$ cat src/rtl/dwr_stage.sv
// Write-data staging FIFO feeding the data-bus lane replicator.
// Presents the head entry as registered data, replication selects and byte enables.
module dwr_stage #(
    parameter int DEPTH = 2,
    parameter int AW    = 1
) (
    input  logic        clk,
    input  logic        reset,
    input  logic        wr_req,
    output logic        wr_rdy,
    input  logic [63:0] wr_data,
    input  logic [1:0]  wr_siz,
    input  logic [2:0]  wr_a,
    output logic [63:0] din,
    output logic [2:0]  dmuxu,
    output logic [7:0]  ben,
    output logic        out_valid,
    input  logic        out_ack,
    output logic        ovf,
    input  logic        ovf_clr
);

    localparam int CW = AW + 1;

    logic [63:0]   r_mem_data [DEPTH];
    logic [1:0]    r_mem_siz  [DEPTH];
    logic [2:0]    r_mem_a    [DEPTH];

    logic [AW-1:0] r_wr_ptr;
    logic [AW-1:0] r_rd_ptr;
    logic [CW-1:0] r_count;
    logic          r_ovf;
    logic          r_valid;
    logic [63:0]   r_din;
    logic [2:0]    r_dmuxu;
    logic [7:0]    r_ben;

    logic          w_push;
    logic          w_pop;
    logic          w_ovf_set;
    logic [AW-1:0] w_wr_ptr_next;
    logic [AW-1:0] w_rd_ptr_next;
    logic [CW-1:0] w_count_next;
    logic [63:0]   w_head_data;
    logic [1:0]    w_head_siz;
    logic [2:0]    w_head_a;
    logic [2:0]    w_dmuxu_next;
    logic [7:0]    w_ben_next;

    assign wr_rdy    = (r_count != CW'(DEPTH));
    assign w_push    = wr_req & wr_rdy;
    assign w_pop     = out_ack & r_valid;
    assign w_ovf_set = wr_req & ~wr_rdy;

    assign w_wr_ptr_next = w_push ? r_wr_ptr + AW'(1) : r_wr_ptr;
    assign w_rd_ptr_next = w_pop  ? r_rd_ptr + AW'(1) : r_rd_ptr;

    always_comb begin
        w_count_next = r_count;
        if (w_push && !w_pop)
            w_count_next = r_count + CW'(1);
        else if (!w_push && w_pop)
            w_count_next = r_count - CW'(1);
    end

    // The next head is the entry being written this edge when it lands on the
    // slot the read pointer is about to point at (empty FIFO, or a
    // single-entry FIFO that pops and pushes together).
    always_comb begin
        w_head_data = r_mem_data[w_rd_ptr_next];
        w_head_siz  = r_mem_siz[w_rd_ptr_next];
        w_head_a    = r_mem_a[w_rd_ptr_next];
        if (w_push && (r_wr_ptr == w_rd_ptr_next)) begin
            w_head_data = wr_data;
            w_head_siz  = wr_siz;
            w_head_a    = wr_a;
        end
    end

    always_comb begin
        w_dmuxu_next = 3'b000;
        w_ben_next   = 8'h00;
        case (w_head_siz)
            2'd0: begin
                w_dmuxu_next = 3'b111;
                w_ben_next   = 8'h01 << w_head_a;
            end
            2'd1: begin
                w_dmuxu_next = 3'b110;
                w_ben_next   = 8'h03 << {w_head_a[2:1], 1'b0};
            end
            2'd2: begin
                w_dmuxu_next = 3'b100;
                w_ben_next   = 8'h0F << {w_head_a[2], 2'b00};
            end
            2'd3: begin
                w_dmuxu_next = 3'b000;
                w_ben_next   = 8'hFF;
            end
            default: begin
                w_dmuxu_next = 3'b000;
                w_ben_next   = 8'h00;
            end
        endcase
    end

    always_ff @(posedge clk) begin
        if (w_push) begin
            r_mem_data[r_wr_ptr] <= wr_data;
            r_mem_siz[r_wr_ptr]  <= wr_siz;
            r_mem_a[r_wr_ptr]    <= wr_a;
        end
    end

    always_ff @(posedge clk or posedge reset) begin
        if (reset) begin
            r_wr_ptr <= '0;
            r_rd_ptr <= '0;
            r_count  <= '0;
            r_ovf    <= 1'b0;
            r_valid  <= 1'b0;
            r_din    <= '0;
            r_dmuxu  <= '0;
            r_ben    <= '0;
        end else begin
            r_wr_ptr <= w_wr_ptr_next;
            r_rd_ptr <= w_rd_ptr_next;
            r_count  <= w_count_next;
            if (w_ovf_set)
                r_ovf <= 1'b1;
            else if (ovf_clr)
                r_ovf <= 1'b0;
            if (w_count_next != '0) begin
                r_valid <= 1'b1;
                r_din   <= w_head_data;
                r_dmuxu <= w_dmuxu_next;
                r_ben   <= w_ben_next;
            end else begin
                r_valid <= 1'b0;
                r_din   <= '0;
                r_dmuxu <= '0;
                r_ben   <= '0;
            end
        end
    end

    assign din       = r_din;
    assign dmuxu     = r_dmuxu;
    assign ben       = r_ben;
    assign out_valid = r_valid;
    assign ovf       = r_ovf;

endmodule

$ cat config.mk
export PLATFORM = sky130hd
export DESIGN_NAME = dwr_stage
export DESIGN_NICKNAME = d
export VERILOG_FILES = /design/src/rtl/dwr_stage.sv
export SDC_FILE = /design/constraint.sdc
export NUM_CORES = 1
export LEC_CHECK = 0
export BUFFER_PORTS_ARGS = -buffer_cell sky130_fd_sc_hd__buf_2
export CAP_MARGIN = 10
export CORE_AREA = 2 2 149 151
export CTS_CLUSTER_DIAMETER = 80
export DETAILED_ROUTE_END_ITERATION = 10
export DIE_AREA = 0 0 151 153
export GPL_ROUTABILITY_DRIVEN = 1
export PLACE_DENSITY = 0.63
export SETUP_SLACK_MARGIN = 0.1
export SLEW_MARGIN = 25
export SYNTH_ARGS = -nofsm -noshare
export SYNTH_HDL_FRONTEND = slang
export SYNTH_SLANG_ARGS = --single-unit
$ cat constraint.sdc
create_clock -name clk -period 7.9 [get_ports clk]
set_input_delay 1.58 -clock clk [delete_from_list [all_inputs] [get_ports clk]]
set_output_delay 1.58 -clock clk [all_outputs]
set_load 0.02 [all_outputs]
# Word-level counts from Yosys, hierarchy flattened

Memories as Yosys holds them, arrays and structs flattened.
Cells that the tools add are included.

Register bits: 81
Memories: 3
RAM bits: 138
Logic and storage cells: 51
Output and inout port bits: 78

Multiplexer cells: 16
Reduce and logical (&&, ||, !) cells: 8
Eq/ne operators: 5
Shift-type cells: 3
Bitwise operators: 4
Add/subtract/negate cells: 4

Memory list:

| memory     | words | bits a word | rd ports | clocked after memory_dff | wr ports | RTL line | text |
|---|---|---|---|---|---|---|---|
| r_mem_data | 2     | 64          | 1        | 0                        | 1        | 25       | `logic [63:0] r_mem_data [DEPTH];` |
| r_mem_a    | 2     | 3           | 1        | 0                        | 1        | 27       | `logic [2:0] r_mem_a [DEPTH];` |
| r_mem_siz  | 2     | 2           | 1        | 0                        | 1        | 26       | `logic [1:0] r_mem_siz [DEPTH];` |

Operators by type and width:

| operator              | count |
|---|---|
| $mux W64              | 2 |
| $pmux W8 S4           | 1 |
| $pmux W3 S4           | 1 |
| $mux W8               | 1 |
| $shl A1 B3 Y8 const A | 1 |
| $shl A2 B3 Y8 const A | 1 |
| $shl A4 B3 Y8 const A | 1 |
| $mux W1               | 6 |
| $mux W2               | 3 |
| $mux W3               | 2 |
| $eq A2 B2 Y1 const B  | 2 |
| $reduce_bool A2 Y1    | 2 |
| $and A1 B1 Y1         | 3 |
| $logic_and A1 B1 Y1   | 3 |
| $add A1 B1 Y1 const B | 2 |
| $add A2 B1 Y2 const B | 1 |
| $eq A2 B1 Y1 const B  | 1 |
| $logic_not A1 Y1      | 2 |
| $logic_not A2 Y1      | 1 |
| $ne A2 B2 Y1 const B  | 1 |
| $sub A2 B1 Y2 const B | 1 |
| $eq A1 B1 Y1          | 1 |
| $not A1 Y1            | 1 |

# Longest topological paths before layout

Gate-level depths: netlist of run 1.

Depth in word-level cells: 8
Mapped depth: 9

# Worst setup path before layout of run 1

Ideal clock, no wire load.

Path type: in2reg
From: input port wr_req
To: memory r_mem_a[0][0], enable pin
Required time: 7404 ps
Path buffers: 1
Arrival time: 4676 ps
Library setup time: 496 ps
Path slack: 2728 ps
Cell stages on the path: 3
Path through: nand2b_1 -> buf_2 -> nor2_1

Longest elaborated chain between the ends: 3

RTL lines:

| element                       | RTL line | text |
|---|---|---|
| start: declaration            | 9        | `input logic wr_req,` |
| $and A1 B1 Y1                 | 51       | `assign w_push = wr_req & wr_rdy;` |
| $mux W1                       | 108      | `if (w_push) begin` |
| $mux W1 (implied by the code) | 111      | `r_mem_a[r_wr_ptr] <= wr_a;` |
| end: declaration              | 27       |  |

No other way between the ends.

# Final worst setup path of run 1

From: input port wr_req
To: register r_ben[4], in the netlist ben[4]

Longest elaborated chain between the ends: 7
Elaborated cells on any way between the ends: 19
Classes of those cells: eq/ne (3); shift (3); mux (6); bitwise (1); reduce/logical (6)

RTL lines:

| element                                                               | RTL line | text |
|---|---|---|
| $and A1 B1 Y1 *                                                       | 51       |  |
| parallel branches: the longest is 5 deep, another holds $shl A4 B3 Y8 | --       |  |
| $mux W8 *                                                             | 133      | `if (w_count_next != '0) begin` |
| end signal: assignment                                                | 137      | `r_ben <= w_ben_next;` |
| end: declaration                                                      | 36       | `logic [7:0] r_ben;` |

Every way passes the cells marked *.
A chain may end at the register's enable or synchronous reset.

==> results of run 1 <==
[state kept, by name (all words and copies together), names as in the netlist]
| name | count |
|---|---|
| r_rd_ptr | 1 |
| ovf | 1 |
| out_valid | 1 |
| dmuxu | 3 |
| din | 64 |
| r_mem_a | 6 |
| r_count | 2 |
| r_wr_ptr | 1 |
| r_mem_data | 128 |
| r_mem_siz | 4 |
| ben | 8 |
[synth_stat cells (2+ instances only)]
library cell / n
mux2i_1: 66
nor3_1: 5
edfxtp_1: 138
and3_1: 2
buf_2: 15
nor2b_1: 2
nand2b_1: 2
o32ai_1: 8
and2_1: 2
inv_1: 8
a21oi_1: 6
buf_1: 2
o21ai_0: 6
o211ai_1: 2
xnor2_1: 2
nand2_1: 3
o31ai_1: 3
nand2_2: 2
clkbuf_4: 2
nand3_1: 2
a211oi_1: 64
buf_4: 5
nor2_1: 74
clkbuf_1: 8
nand4b_1: 2
dfrtp_1: 81
a211o_1: 2
[worst max-delay path, delay by kind of cell]
kind | cells | cell delay, ns
mux | 1 | 0.23
buf+inv | 2 | 0.62
simple gates | 2 | 1.40
compound gates | 1 | 0.32
[layout make-up]
cell class	instances	area share
Multi-Input combinational cell	281	0.203
Timing Repair Buffer	158	0.0832
Clock inverter	13	0.00981
Clock buffer	27	0.0610
Tap cell	280	0.0344
Sequential cell	219	0.605
Antenna cell	1	0.000245
Inverter	9	0.00356
[power breakdown]
group	internal (W)	leakage (nW)	switching [W]
Combinational	0.000604	1.62	0.00111
Clock	0.000595	0.355	0.000421
Sequential	0.00162	2.29	0.000113
[metrics by stage]
| stage | instance area, sq um | instances | hold WS (ns) |
|---|---|---|---|
| after global routing | 10200 | 988 | 0.557 |
| after floorplan | 8420 | 541 | 0.508 |
| after global placement | 9420 | 945 | 0.504 |
| final | 10200 | 988 | 0.531 |
| after CTS | 10100 | 985 | 0.530 |
| after detailed placement | 9420 | 945 | 0.521 |
[per-layer routing]
layer	vias up	share of wire	wire length (microns)	GRT usage
li1	2356	-	-	-
met1	2387	0.41	6930	0.185
met2	151	0.49	8230	0.247
met3	36	0.074	1250	0.0343
met4	0	0.027	459	0.0472
met5	-	0	0	0
[kinds of logic after synthesis]
family,after synthesis,synth area share
compound gates,103,0.0963
fa+ha+maj,1,0.00149
buf+inv,41,0.0236
simple gates,107,0.0597
xor+xnor,4,0.00773
mux,66,0.0784
flops,219,0.733
[worst paths after layout]
kind                                      startpoint  depth (start not counted)           endpoint  slack (ns)
worst min-delay path                 ovf$_DFFE_PP0P_                          2    ovf$_DFFE_PP0P_        0.53
max in group asynchronous                      reset                          3  din[15]$_DFF_PP0_        5.79
worst max-delay path                          wr_req                          6   ben[4]$_DFF_PP0_        4.04
min in group asynchronous                      reset                          2  din[38]$_DFF_PP0_        1.06
worst max register to register  r_count[0]$_DFF_PP0_                          7   ben[4]$_DFF_PP0_        4.47
worst min register to register       ovf$_DFFE_PP0P_                          2    ovf$_DFFE_PP0P_        0.53
==> impl_metrics.toml, run 1 <==
[job]
cap_violations = 0

[timing]
final.setup.tns_ns = 0
fin_crit_ns = 3.86
fin_ws_ns = 4.04
worst_clock_skew_ns = 0.0115
fin_crit_sh = 0.489
fmax_ghz = 0.259
slew_headroom = 0.346
rsz0062_at_grt = "false"
slew_viol_final = 0
hold_viol = 0
setup_viol = 0
tightestPinTransition_ns = 0.979

[synth]
synth_top_area_frac = 0.492
ys_ff_latch = 219
yosysWarnings = 0
ys_top_cells_by_area = "edfxtp_1, dfrtp_1, mux2i_1"
synthCells = 541
synth-edff-count = 138
synth_area_leader_cell = "edfxtp_1"
seq_area_frac_synth = 0.733
syn_avg_cell_area_sq_um = 15.6
syn-cell-area_sq_mm = 0.00842
yosys_most_used_dff = "edfxtp_1"
synth.net_count = 616
yosys.cell_types.count = 54
synthArstFlopShare = 0.370

[routing]
drt_iter0_drc = 287
wl_per_cell_microns = 17.1
drtAntennaViolNets = 0
vias = 4930
firstDrtPassIters = 5
vias_per_cell = 4.99
wl_mm = 16.9
drc = 0

[clock_tree]
clock_latency_ns = 0.50
cts_tree = "built"
clk_pin_slew_worst_paths_ns = 0.07
cts_sinks = 219
clockRootBuffer = "clkbuf_16"
cts_hold_buf = 0
h-tree-depth = 1
postCtsSetupRepairBufs = 0
cts_buffer_depth = 3
cts_made_buffers = 22
cts_resized = 0

[setup_path]
slowest_stage = "nor2b_1"
worst_ep_required_time_ns = 8.29
start_kind = "input pin"
crit_path_cell_trace = "buf_2 -> nor2b_1 -> nand2_4 -> buf_4 -> mux2i_1 -> o32ai_1"
critPathKind = "input pin to register"
cp_max_fo = 68
worst_ep_arrival_time_ns = 4.25
cp_slowest_stage_delay_ns = 0.78
cp-end-kind = "register"

[floorplanning]
dieArea_sq_mm = 0.0231
core_sq_mm = 0.0215
die_y_microns = 153
ios = 152
rows = 54
initial_utilization = 0.392
die_w_microns = 151

[cells_and_area]
nFillCells = 1846
final_cell_mix = "buf_2, edfxtp_1, dfrtp_1"
nets = 766
drive_above_1_share = 0.300
seqCellArea_sq_mm = 0.00617
multi_input_area_sq_mm = 0.00207
layout_commonest_cell = "buf_2"
area_growth_pct = 21.1
utilization = 0.475

[pwr]
p_per_area_mw_per_mm2 = 437
total_leakage_power_nw = 4.27
total_power_w = 0.00446
vdd_drop_max_v = 0.000226

[global_route]
grt_pass1_vias = 5068
grt_max_degree = 78
grt_pass1_wl_mm = 26.5
grt.overflow.total = 0
grt_antenna_before_repair = 1
grt_usage = 0.146

[place]
place.gp.congestion = 0.861
dp_slack_ns = 3.57
io_buffers = 151
dp_hpwl_mm = 10.7

[min_path]
min_path_type = "register to register"

[run_status]
status = "finished, final reports clean"
(Power assumes the default switching activity.)
==> run 2: changes to the inputs <==
ABC_AREA = 1   (was unset)
clock period = 3.9 ns   (was 7.9 ns; I/O delays follow)
==> impl_metrics.toml, run 2 <==
[pwr]
p_comb_frac = 0.400
swShare = 0.374
p_seq_frac = 0.364
p_int_w = 0.00601
total_leakage_power_nw = 4.83
vdd_drop_max_v = 0.000597
clkPwrFrac = 0.237
switchingPower_w = 0.00359
p_per_area_mw_per_mm2 = 931

[routing]
drtAntennaViolNets = 0
drc = 0
vias_per_cell = 4.87
firstDrtPassIters = 4
drt_iter0_drc = 273
vias = 5315
wl_per_cell_microns = 16.2
wl_mm = 17.7

[floorplanning]
dieArea_sq_mm = 0.0231
initial_utilization = 0.396
ios = 152
die_w_microns = 151
core_sq_mm = 0.0215
rows = 54
die_y_microns = 153

[timing]
setup_viol = 0
fmax_ghz = 0.406
fin_crit_sh = 0.631
slew_viol_final = 0
fin_ws_ns = 1.44
hold_viol = 0
final.setup.tns_ns = 0
tightestPinTransition_ns = 0.810
fin_crit_ns = 2.46
worst_clock_skew_ns = 0.0183
slew_headroom = 0.460
rsz0062_at_grt = "false"

[global_route]
grt.overflow.total = 0
grt_pass1_vias = 5328
grt_usage = 0.154
grt_antenna_before_repair = 1
grt_pass1_wl_mm = 28.2
grt_max_degree = 79

[cells_and_area]
multi_input_area_sq_mm = 0.00201
nFillCells = 1958
area_growth_pct = 21.2
seqCellArea_sq_mm = 0.00617
largest_register = "r_mem_data"
final_cell_mix = "nand2_1, buf_2, edfxtp_1"
finalNonFillerCells = 1092
nets = 869
drive_above_1_share = 0.275
largest_reg_flops = 128
layout_commonest_cell = "nand2_1"

[place]
dp_hpwl_mm = 9.89
place.gp.congestion = 0.747
io_buffers = 151
placed_cells_incl_taps = 1049
dp_slack_ns = 0.997

[setup_path]
cp_top_family = "buffers and inverters"
slowest_stage = "inv_4"
rrSetupSlack_ns = 1.44
start_kind = "register"
cp_max_fo = 69
crit_path_cell_trace = "inv_1 -> ha_1 -> nor2_8 -> inv_2 -> nand3_2 -> nand2_2 -> xor2_2 -> nor2_4 -> inv_4 -> o211a_1"
critPathKind = "register to register"
reg2reg_depth = 10
cp-end-kind = "register"
worst_ep_arrival_time_ns = 2.88
cp_slowest_stage_delay_ns = 0.59
crit_cells = 10
timing.rr.start = "r_count[0]$_DFF_PP0_"
reg2reg_to = "din[10]$_DFF_PP0_"
path_buf_inv = 3
worst_ep_required_time_ns = 4.32

[clock_tree]
cts_made_buffers = 23
cts_sinks = 219
clk_pin_slew_worst_paths_ns = 0.06
cts_tree = "built"
cts_buffer_depth = 3
postCtsSetupRepairBufs = 0
clockRootBuffer = "clkbuf_16"
cts_resized = 0
cts_hold_buf = 0
h-tree-depth = 1
clock_latency_ns = 0.51

[synth]
synthArstFlopShare = 0.370
yosys_most_used_dff = "edfxtp_1"
seq_area_frac_synth = 0.725
synthCells = 648
synth-edff-count = 138
synth_top_area_frac = 0.487
synth.net_count = 723
synth_commonest_cells = "nand2_1, edfxtp_1, dfrtp_1"
syn-cell-area_sq_mm = 0.00851
synth_area_leader_cell = "edfxtp_1"
yosysMostFrequentCell = "nand2_1"
ys_top_cells_by_area = "edfxtp_1, dfrtp_1, nand2_1"
ys_ff_latch = 219
syn_avg_cell_area_sq_um = 13.1
yosysWarnings = 0
yosys.cell_types.count = 27

[run_status]
status = "finished, final reports clean"

[min_path]
min_path_type = "input pin to async pin"

[job]
cap_violations = 0
==> run 2: cell types whose count changed after synthesis, moves of 57 or more <==
cell and delta:
nand2_1 +173, nor2_1 -57, a211oi_1 -64, nand3_1 +77, o211a_1 +64, mux2i_1 -66
==> run 2: how the worst max path moves through the flow <==
stage | from | end
detailed placement | out_ack | ben[0]$_DFF_PP0_
CTS | r_count[0]$_DFF_PP0_ | din[10]$_DFF_PP0_
global placement | out_ack | ben[4]$_DFF_PP0_
floorplan | wr_req | r_mem_a[0][0]$_DFFE_PP_
finish | r_count[0]$_DFF_PP0_ | din[10]$_DFF_PP0_
global route | out_valid$_DFF_PP0_ | ben[0]$_DFF_PP0_
==> run 2: power groups by stage <==
stage	registers, W	logic [W]	clock network [W]
after detailed placement	0.00354	0.00389	0
after global placement	0.00353	0.00385	0
after floorplan	0.00406	0.00238	0
after global routing	0.00356	0.00430	0.00241
final	0.00349	0.00383	0.00227
after CTS	0.00350	0.00392	0.00233
==> run 2: cell families after synthesis <==
family                   count (synthesis)  share of synthesized area
adder cells (fa/ha/maj)                  1                    0.00147
XOR/XNOR                                 2                    0.00294
buffers and inverters                   66                     0.0412
flip-flops                             219                      0.725
AO/OA/AOI/OAI                           74                     0.0831
AND/OR/NAND/NOR                        286                      0.146
==> run 2: layer usage <==
| layer | global-route usage | share of wire | vias up |
|---|---|---|---|
| met5 | 0 | 0 | - |
| met4 | 0.0449 | 0.020 | 0 |
| met3 | 0.0301 | 0.053 | 27 |
| met2 | 0.258 | 0.48 | 124 |
| met1 | 0.203 | 0.44 | 2600 |
| li1 | - | - | 2564 |
==> run 2: cell type report <==
class | count | area share
inverters | 29 | 0.0113
clock inverters | 15 | 0.0181
diodes | 1 | 0.000243
flip-flops and latches | 219 | 0.599
repair buffers | 158 | 0.0833
clock buffers | 27 | 0.0592
multi-input cells | 363 | 0.195
well taps | 280 | 0.0340
==> run 2: metrics by stage <==
stage	utilization	hold slack (ns)	total power (W)	instance area [sq um]
6_report	0.480	0.425	0.00960	10300
5_1_grt	0.480	0.445	0.0103	10300
4_1_cts	0.480	0.439	0.00975	10300
3_5_place_dp	0.443	0.525	0.00743	9510
3_3_place_gp	0.443	0.515	0.00737	9510
2_1_floorplan	-	0.517	0.00644	8510
